<file path="src/rtl/sd_spi_responder.sv">
// SPI-mode SD card emulator: decodes 48-bit command frames, answers R1/R3/R7,
// and streams single or multi-block reads of a deterministic byte pattern.
module sd_spi_responder #(
  parameter int          ACMD41_BUSY_COUNT  = 2,
  parameter int          NCR_BYTES          = 1,
  parameter int          READ_LATENCY_BYTES = 4,
  parameter logic [31:0] OCR_VALUE          = 32'hC0FF8000
) (
  input  logic        clk,
  input  logic        rst,
  input  logic        cs,
  input  logic        sclk,
  input  logic        mosi,
  output logic        miso,
  output logic [5:0]  last_cmd,
  output logic [15:0] blocks_sent,
  output logic        illegal_cmd
);
  typedef enum logic [2:0] {
    LISTEN, RESP, DATA_WAIT, DATA_TOKEN, DATA_PAYLOAD, DATA_CRC
  } state_t;

  localparam logic [3:0] NCR_INIT = 4'(NCR_BYTES);
  localparam logic [7:0] LAT_INIT = 8'(READ_LATENCY_BYTES);
  localparam logic [7:0] BUSY_MAX = 8'(ACMD41_BUSY_COUNT);

  logic [1:0]  cs_sync, sclk_sync, mosi_sync;
  logic        sclk_prev;
  logic        sel, rise, fall, din;
  state_t      state, resp_next;
  logic [2:0]  bit_cnt;
  logic        byte_end;
  logic [6:0]  tx_sh;
  logic [7:0]  next_byte;
  logic        in_frame;
  logic [5:0]  frame_cnt;
  logic [46:0] frame_sh;
  logic        frame_ok;
  logic [5:0]  idx;
  logic [31:0] arg;
  logic        card_idle, app_cmd, multi, crc_second;
  logic [7:0]  acmd41_cnt;
  logic [3:0]  ncr_cnt;
  logic [2:0]  resp_left;
  logic [39:0] resp_buf;
  logic [7:0]  wait_cnt;
  logic [8:0]  pay_cnt;
  logic [31:0] addr;

  assign sel  = ~cs_sync[1];
  assign rise = sclk_sync[1] & ~sclk_prev;
  assign fall = ~sclk_sync[1] & sclk_prev;
  assign din  = mosi_sync[1];

  // frame_sh holds frame bits 47..1; the bit on the 48th rise is the end bit
  assign idx      = frame_sh[44:39];
  assign arg      = frame_sh[38:7];
  assign frame_ok = sel && rise && in_frame && (frame_cnt == 6'd47) &&
                    !frame_sh[46] && frame_sh[45] && din;

  always_comb begin
    next_byte = 8'hFF;
    case (state)
      RESP:         if (ncr_cnt == 4'd0) next_byte = resp_buf[39:32];
      DATA_TOKEN:   next_byte = 8'hFE;
      DATA_PAYLOAD: next_byte = addr[7:0] + pay_cnt[7:0];
      default:      next_byte = 8'hFF;
    endcase
  end

  always_ff @(posedge clk) begin
    cs_sync     <= {cs_sync[0], cs};
    sclk_sync   <= {sclk_sync[0], sclk};
    mosi_sync   <= {mosi_sync[0], mosi};
    sclk_prev   <= sclk_sync[1];
    illegal_cmd <= 1'b0;
    if (rst) begin
      cs_sync     <= 2'b11;
      sclk_sync   <= 2'b00;
      mosi_sync   <= 2'b11;
      sclk_prev   <= 1'b0;
      state       <= LISTEN;
      resp_next   <= LISTEN;
      miso        <= 1'b1;
      tx_sh       <= 7'h7F;
      bit_cnt     <= 3'd0;
      byte_end    <= 1'b0;
      in_frame    <= 1'b0;
      frame_cnt   <= 6'd0;
      frame_sh    <= '0;
      last_cmd    <= 6'd0;
      blocks_sent <= 16'd0;
      card_idle   <= 1'b1;
      app_cmd     <= 1'b0;
      acmd41_cnt  <= 8'd0;
      multi       <= 1'b0;
      crc_second  <= 1'b0;
      ncr_cnt     <= 4'd0;
      resp_left   <= 3'd0;
      resp_buf    <= '0;
      wait_cnt    <= 8'd0;
      pay_cnt     <= 9'd0;
      addr        <= 32'd0;
    end else if (!sel) begin
      // deselect aborts any transfer but keeps initialisation progress
      bit_cnt   <= 3'd0;
      byte_end  <= 1'b0;
      tx_sh     <= 7'h7F;
      miso      <= 1'b1;
      in_frame  <= 1'b0;
      frame_cnt <= 6'd0;
      state     <= LISTEN;
    end else begin
      if (rise) begin
        bit_cnt <= bit_cnt + 3'd1;
        if (bit_cnt == 3'd7) byte_end <= 1'b1;
        if (in_frame) begin
          frame_sh  <= {frame_sh[45:0], din};
          frame_cnt <= frame_cnt + 6'd1;
          if (frame_cnt == 6'd47) in_frame <= 1'b0;
        end else if (state != RESP && !din) begin
          in_frame  <= 1'b1;
          frame_cnt <= 6'd1;
          frame_sh  <= {frame_sh[45:0], din};
        end
      end

      if (frame_ok) begin
        last_cmd <= idx;
        if (state == LISTEN) begin
          state     <= RESP;
          ncr_cnt   <= NCR_INIT;
          resp_next <= LISTEN;
          resp_left <= 3'd1;
          resp_buf  <= {7'b0, card_idle, 32'h0};
          app_cmd   <= 1'b0;
          case (idx)
            6'd0: begin
              card_idle  <= 1'b1;
              acmd41_cnt <= 8'd0;
              resp_buf   <= {8'h01, 32'h0};
            end
            6'd8: begin
              resp_left <= 3'd5;
              resp_buf  <= {7'b0, card_idle, 16'h0, 4'h0, arg[11:0]};
            end
            6'd16: ;
            6'd55: app_cmd <= 1'b1;
            6'd41: begin
              if (!app_cmd) begin
                illegal_cmd <= 1'b1;
                resp_buf    <= {5'b0, 1'b1, 1'b0, card_idle, 32'h0};
              end else if (acmd41_cnt < BUSY_MAX) begin
                acmd41_cnt <= acmd41_cnt + 8'd1;
                resp_buf   <= {8'h01, 32'h0};
              end else begin
                card_idle <= 1'b0;
                resp_buf  <= 40'h0;
              end
            end
            6'd58: begin
              resp_left <= 3'd5;
              resp_buf  <= {7'b0, card_idle, OCR_VALUE};
            end
            6'd17, 6'd18: begin
              if (card_idle) begin
                resp_buf <= {8'h05, 32'h0};
              end else begin
                resp_buf  <= 40'h0;
                resp_next <= DATA_WAIT;
                addr      <= arg;
                multi     <= (idx == 6'd18);
              end
            end
            default: begin
              illegal_cmd <= 1'b1;
              resp_buf    <= {5'b0, 1'b1, 1'b0, card_idle, 32'h0};
            end
          endcase
        end else if (multi && idx == 6'd12) begin
          // one stuff byte after the current byte, then R1
          state     <= RESP;
          ncr_cnt   <= 4'd1;
          resp_left <= 3'd1;
          resp_buf  <= 40'h0;
          resp_next <= LISTEN;
        end
      end

      if (fall) begin
        if (byte_end) begin
          byte_end <= 1'b0;
          tx_sh    <= next_byte[6:0];
          miso     <= next_byte[7];
          case (state)
            RESP: begin
              if (ncr_cnt != 4'd0) begin
                ncr_cnt <= ncr_cnt - 4'd1;
              end else begin
                resp_buf  <= {resp_buf[31:0], 8'hFF};
                resp_left <= resp_left - 3'd1;
                if (resp_left == 3'd1) begin
                  state    <= resp_next;
                  wait_cnt <= LAT_INIT;
                end
              end
            end
            DATA_WAIT: begin
              wait_cnt <= wait_cnt - 8'd1;
              if (wait_cnt == 8'd1) state <= DATA_TOKEN;
            end
            DATA_TOKEN: begin
              state   <= DATA_PAYLOAD;
              pay_cnt <= 9'd0;
            end
            DATA_PAYLOAD: begin
              pay_cnt <= pay_cnt + 9'd1;
              if (pay_cnt == 9'd511) begin
                state      <= DATA_CRC;
                crc_second <= 1'b0;
              end
            end
            DATA_CRC: begin
              crc_second <= 1'b1;
              if (crc_second) begin
                blocks_sent <= blocks_sent + 16'd1;
                if (multi) begin
                  addr     <= addr + 32'd1;
                  wait_cnt <= LAT_INIT;
                  state    <= DATA_WAIT;
                end else begin
                  state <= LISTEN;
                end
              end
            end
            default: ;
          endcase
        end else begin
          tx_sh <= {tx_sh[5:0], 1'b1};
          miso  <= tx_sh[6];
        end
      end
    end
  end
endmodule
</file>
<file path="config.mk">
export PLATFORM = sky130hd
export DESIGN_NAME = sd_spi_responder
export DESIGN_NICKNAME = d
export VERILOG_FILES = /design/src/rtl/sd_spi_responder.sv
export SDC_FILE = /design/constraint.sdc
export NUM_CORES = 1
export LEC_CHECK = 0
export ABC_AREA = 1
export CORE_AREA = 2 2 176 178
export DETAILED_ROUTE_END_ITERATION = 8
export DIE_AREA = 0 0 178 180
export PLACE_DENSITY_LB_ADDON = 0.05
export SETUP_SLACK_MARGIN = 0.5
export SYNTH_ARGS = -nofsm -noshare
export SYNTH_HDL_FRONTEND = slang
export SYNTH_SLANG_ARGS = --single-unit
</file>
<file path="constraint.sdc">
create_clock -name clk -period 5 [get_ports clk]
set_clock_uncertainty 0.1 [all_clocks]
set_input_delay 0.5 -clock clk [delete_from_list [all_inputs] [get_ports clk]]
set_output_delay 0.5 -clock clk [all_outputs]
set_load 0.005 [all_outputs]
</file>
==> results of run 1 <==
==> per-layer routing <==
layer	routed length (um)	share of wire [%]
met4	270	1.1
met5	0	0
met3	641	2.6
met1	12900	52
met2	11000	44
==> critical path: cells and delay by family (launching register included) <==
kind                   cells  cell delay [ns]
AND/OR/NAND/NOR            4             0.64
flip-flops                 1             0.41
buffers and inverters      2             1.04
AO/OA/AOI/OAI              2             0.33
==> stage by stage <==
step                      hold WS, ns  total power, mW  util (%)  setup WS (ns)
after global placement          0.303             1.61      31.5           2.26
final                           0.314             2.99      33.5           2.38
after CTS                       0.319             3.05      33.5           2.29
after global routing            0.343             3.11      33.5           2.05
after detailed placement        0.298             1.61      31.5           2.23
after floorplan                 0.288             1.58         -           3.24
==> path summary, 6_finish.rpt <==
check,endpoint,slack (ns),startpoint
max,frame_sh[0],2.38,sclk_sync[1]
min,cs_sync[1],0.31,cs_sync[0]
max reg2reg,frame_sh[0],2.38,sclk_sync[1]
min reg2reg,cs_sync[1],0.31,cs_sync[0]
==> layout make-up <==
class / instances / area (um2)
clock buffers: 21 / 470
clock inverters: 11 / 135
fillers: 3278 / 20100
inverters: 125 / 469
multi-input cells: 922 / 4550
flip-flops and latches: 184 / 3680
well taps: 396 / 495
repair buffers: 34 / 320
==> flip-flops by register name, summed over array words and instances, names as in the netlist, 4 cells and up <==
register and cells:
frame_sh 47, resp_buf 40, blocks_sent 16, pay_cnt 9, acmd41_cnt 8, addr 8, wait_cnt 8, tx_sh 7
frame_cnt 6, last_cmd 6, ncr_cnt 4
==> layout by cell type (no fill, tap or decap), types with 3 or more instances in the layout <==
master / Yosys / routed
o21ai_0: 131 / 131
nand4_1: 21 / 21
clkbuf_16: 0 / 17
or2_2: 5 / 5
clkbuf_8: 0 / 3
o21ai_1: 7 / 7
ha_1: 20 / 20
inv_1: 111 / 110
clkdlybuf4s50_1: 0 / 27
xnor2_1: 5 / 5
buf_4: 4 / 6
xor2_1: 21 / 21
nor2_1: 169 / 168
nor3_1: 11 / 11
dfxtp_1: 184 / 184
a21oi_1: 96 / 96
nand2_1: 288 / 288
nand3_1: 75 / 75
o31ai_1: 3 / 3
a31oi_1: 11 / 11
inv_2: 12 / 13
nand2_2: 8 / 8
inv_6: 0 / 3
o21bai_1: 9 / 9
nor2_2: 7 / 8
nor2_4: 6 / 6
nor3b_1: 3 / 3
or2_0: 3 / 3
==> power breakdown <==
| part | switching, mW | internal (mW) | leakage [nW] | total [mW] |
|---|---|---|---|---|
| clock | 0.630 | 0.786 | 0.293 | 1.42 |
| combinational | 0.0607 | 0.0267 | 2.36 | 0.0874 |
| sequential | 0.0119 | 1.48 | 1.49 | 1.49 |
| total | 0.703 | 2.29 | 4.14 | 2.99 |
==> kinds of logic after synthesis <==
group	count (synthesis)	synth area share [%]
AND/OR/NAND/NOR	607	29.4
AO/OA/AOI/OAI	268	15.9
flip-flops	184	41.2
buffers and inverters	172	7.87
XOR/XNOR	26	2.55
adder cells (fa/ha/maj)	21	3.03
==> flow_summary.yaml, run 1 <==
sta:
  slew-limit-headroom_pct: 20.8
  final.min_clock_period_ns: 2.62
  setup-tns-final_ns: 0
  period_share_pct: 52.4
  slew_violations: 0
  rsz0062_at_grt: "false"
  fmax_mhz: 382
  finalHoldViolations: 0
  final-setup-viol-count: 0
  worstMarginPinSlew_ns: 1.19
routing:
  first_pass_iters: 4
  avgViaCountPerCell: 4.67
  drc: 0
  drtIter0Drc: 456
  wl_per_cell_um: 14.7
  routed_wl_um: 24900
  via_count: 7908
  ant_nets: 0
placed_design:
  place_congestion: 0.757
  placed_area_um2: 9520
  dp_hpwl_um: 16700
  portBuffers: 28
  dp_cells: 1661
floorplanning:
  ios: 29
  die-height_um: 180
  fp-row-count: 64
  initial_core_util_pct: 29.6
  die_area_um2: 32000
  coreArea_um2: 30200
  die_w_um: 178
global_routing:
  grt_pass1_wl_um: 40500
  met2_usage_pct: 24.7
  grtUsageTotal_pct: 16.0
  grt_start_max_net_pins: 61
  gr-total-overflow: 0
  grtUsageMet1_pct: 22.7
  top_usage_layer: "met2"
  grt_pass1_vias: 7475
  grt_antenna_before_repair: 0
  grt_util_met3_pct: 3.00
pwr:
  leakage_nw: 4.14
  cellPowerDensity_nw_per_um2: 296
  irDropWorstVdd_mv: 0.244
worst_hold_path:
  min_path_cells: 1
  hp-class: "flip-flop to flip-flop"
cells_and_area:
  layout.cells.non_filler: 1693
  syn_to_final_growth_pct: 13.3
  antenna_cells: 0
  layout-drive-gt1-share_pct: 6.63
  fin_area_um2: 10100
  nets: 1310
cts:
  hold_buffers: 0
  ctsHtreeMaxLevel: 4
  clock_latency_ns: 0.45
  clk_path_buf_depth: 2
  cts_setup_buffers: 0
  cts_resized: 0
  cts_root_buf: "clkbuf_16"
  tritoncts: "done"
  cts_buffers: 17
  path_clk_slew_ns: 0.07
  cts_sinks: 184
synth:
  syn_area_um2: 8930
  synth_common_cells: "nand2_1 (288), dfxtp_1 (184), nor2_1 (169)"
  synthFlopType: "dfxtp_1"
  synth_top_area_share_pct: 41.2
  synth_nets: 1304
  synth_cell_types: 45
  synth_seq_area_share_pct: 41.2
  syn_area_per_cell_um2: 6.99
  synth.most_common_cell: "nand2_1"
  synth_edf_count: 0
  postSynth.asyncResetShare_pct: 0
  yosys_register_bits: 184
  yosysWarningCount: 0
  synth_cells: 1278
  synth_area_leaders: "dfxtp_1 (41%), nand2_1 (12%), o21ai_0 (7.3%)"
  yosys.area.top_type: "dfxtp_1"
setup_path:
  crit_arrival_ns: 2.89
  end_kind: "flip-flop"
  ff2ff_path_depth: 8
  cp_max_fo: 38
  worst_path_most_repeated_cell: "nand2_2"
  worstSetupStartpointType: "flip-flop"
  slowest_delay_ns: 0.86
  path_cells: "nand2_2 -> inv_2 -> nand3_1 -> nand2_2 -> nand2_2 -> inv_1 -> o21ai_0 -> a21oi_1"
  crit_type: "flip-flop to flip-flop"
  cp_data_required_time_ns: 5.27
  critical_path.slowest_cell: "inv_1"
job:
  maxCapViolations: 0
status:
  status: "finished, final reports clean"
No activity file was read; power rests on OpenSTA's default activity.
==> inputs of run 2 (changes only) <==
clock period = 2.3 ns   (was 5 ns; I/O delays follow)
==> flow_summary.yaml, run 2 (same netlist as run 1, synthesis figures left out) <==
status:
  status: "finished, final reports clean"
sta:
  finalHoldViolations: 0
  setup-tns-final_ns: 0
  fmax_mhz: 546
  final-setup-viol-count: 0
  rsz0062_at_grt: "true"
  period_share_pct: 79.7
  worstMarginPinSlew_ns: 0.506
  setup_ws_ns: 0.467
  slew_violations: 0
  slew-limit-headroom_pct: 65.9
  final.min_clock_period_ns: 1.83
cells_and_area:
  antenna_cells: 0
  final_cell_mix: "nand2_1 (267), dfxtp_1 (159), nor2_1 (150), o21ai_0 (109), inv_1 (102)"
  layout-drive-gt1-share_pct: 19.7
  largest_register_ffs: 47
  reg.largest.list: "frame_sh (47), resp_buf (40), blocks_sent (16)"
  nets: 1376
  top_register: "frame_sh"
  syn_to_final_growth_pct: 27.7
  fin_area_um2: 11400
  final_common_cell: "nand2_1"
floorplanning:
  die_w_um: 178
  ios: 29
  fp-row-count: 64
  coreArea_um2: 30200
  initial_core_util_pct: 29.6
  die_area_um2: 32000
  die-height_um: 180
placed_design:
  dp_hpwl_um: 18100
  pre_cts_slack_ns: 0.156
  placed_area_um2: 9770
  place_congestion: 0.836
  portBuffers: 28
setup_path:
  rr_endpoint: "resp_buf[7]"
  crit_buf_inv: 1
  cp_data_required_time_ns: 2.56
  ff2ff_path_depth: 8
  worstSetupStartpointType: "flip-flop"
  critical_path.slowest_cell: "dfxtp_2"
  worst_r2r_startpoint: "frame_cnt[0]"
  crit_type: "flip-flop to flip-flop"
  cp_max_fo: 7
  r2r_setup_slack_ns: 0.47
  path_cells: "ha_4 -> nand3_4 -> nor2_4 -> nand3_4 -> nor2_4 -> buf_8 -> nand2_1 -> a31oi_1"
  crit_arrival_ns: 2.09
  critical_path.top_delay_family: "simple AND/OR/NAND/NOR gates"
  end_kind: "flip-flop"
  slowest_delay_ns: 0.36
routing:
  top_layer_used: "met4"
  wl_met3_um: 576
  avgViaCountPerCell: 4.71
  routed_wl_um: 26600
  via_count: 8291
  wl_met1_um: 13600
  drc: 0
  ant_nets: 0
  wl_per_cell_um: 15.1
  drtIter0Drc: 485
  first_pass_iters: 6
  wl_met2_um: 12200
global_routing:
  grt_start_max_net_pins: 85
  grt_pass1_wl_um: 42300
  grtUsageTotal_pct: 16.7
  grt_antenna_before_repair: 0
  grt_pass1_vias: 7709
  gr-total-overflow: 0
cts:
  cts_buffers: 17
  hold_buffers: 0
  clk_path_buf_depth: 2
  clock_latency_ns: 0.45
  tritoncts: "done"
  path_clk_slew_ns: 0.09
  ctsHtreeMaxLevel: 4
  cts_sinks: 184
  cts_root_buf: "clkbuf_16"
worst_hold_path:
  hold-path-endpoint: "sclk_prev"
  min_path_cells: 2
  hp-class: "input pin to flip-flop"
  hp-start: "rst"
pwr:
  leakage_nw: 4.71
  cellPowerDensity_nw_per_um2: 566
  irDropWorstVdd_mv: 0.480
job:
  maxCapViolations: 0
run 2: cell types whose count changed in the layout (fill, tap and decap cells not counted), sizes merged:
| cell | change |
|---|---|
| buf | +63 |
| inv | +2 |
| bufinv | -1 |
| clkinvlp | +1 |
| nor2 | +1 |
run 2: routing by layer:
metal,up-vias,GRT usage (%)
li1,4326,-
met1,3870,23.8
met2,80,26.4
met3,15,2.43
met4,0,4.13
met5,-,0
run 2: layout make-up:
type | instances | area, um2
clock inverters | 13 | 138
flip-flops and latches | 184 | 3730
inverters | 125 | 495
well taps | 396 | 495
fillers | 3183 | 18800
clock buffers | 19 | 443
multi-input cells | 923 | 5110
repair buffers | 99 | 996
run 2: what timing repair did:
item / 4_1_cts / 5_1_grt
gates resized for setup: 84 / 133
pin swaps: 14 / 48
cloned: 2 / 2
endpoints found under the setup margin: 153 / 145
setup buffers: 20 / 15
run 2: per-stage QoR:
stage               power, mW  utilization [%]  std cells  hold WS (ns)
floorplan                3.43                -       1278         0.234
global placement         3.52             32.4       1688         0.307
detailed placement       3.52             32.4       1688         0.311
CTS                      6.56             35.7       1742        0.0369
global route             6.71             37.8       1759        0.0769
finish                   6.46             37.8       1759        0.0627
run 2: how the worst max path moves through the flow:
stage                 startpoint      endpoint  slack, ns  depth (start not counted)
CTS                 frame_cnt[1]  resp_buf[18]       0.45                         10
detailed placement  mosi_sync[1]  resp_buf[25]       0.16                         10
floorplan             pay_cnt[0]      tx_sh[2]       0.54                          7
global placement    mosi_sync[1]  resp_buf[18]       0.17                         10
global route        frame_cnt[0]   resp_buf[4]       0.38                          8
finish              frame_cnt[0]   resp_buf[7]       0.47                          8
run 2: where the power goes:
part           internal (mW)  switching (mW)
sequential              3.20          0.0253
combinational         0.0789           0.150
clock                   1.56            1.44
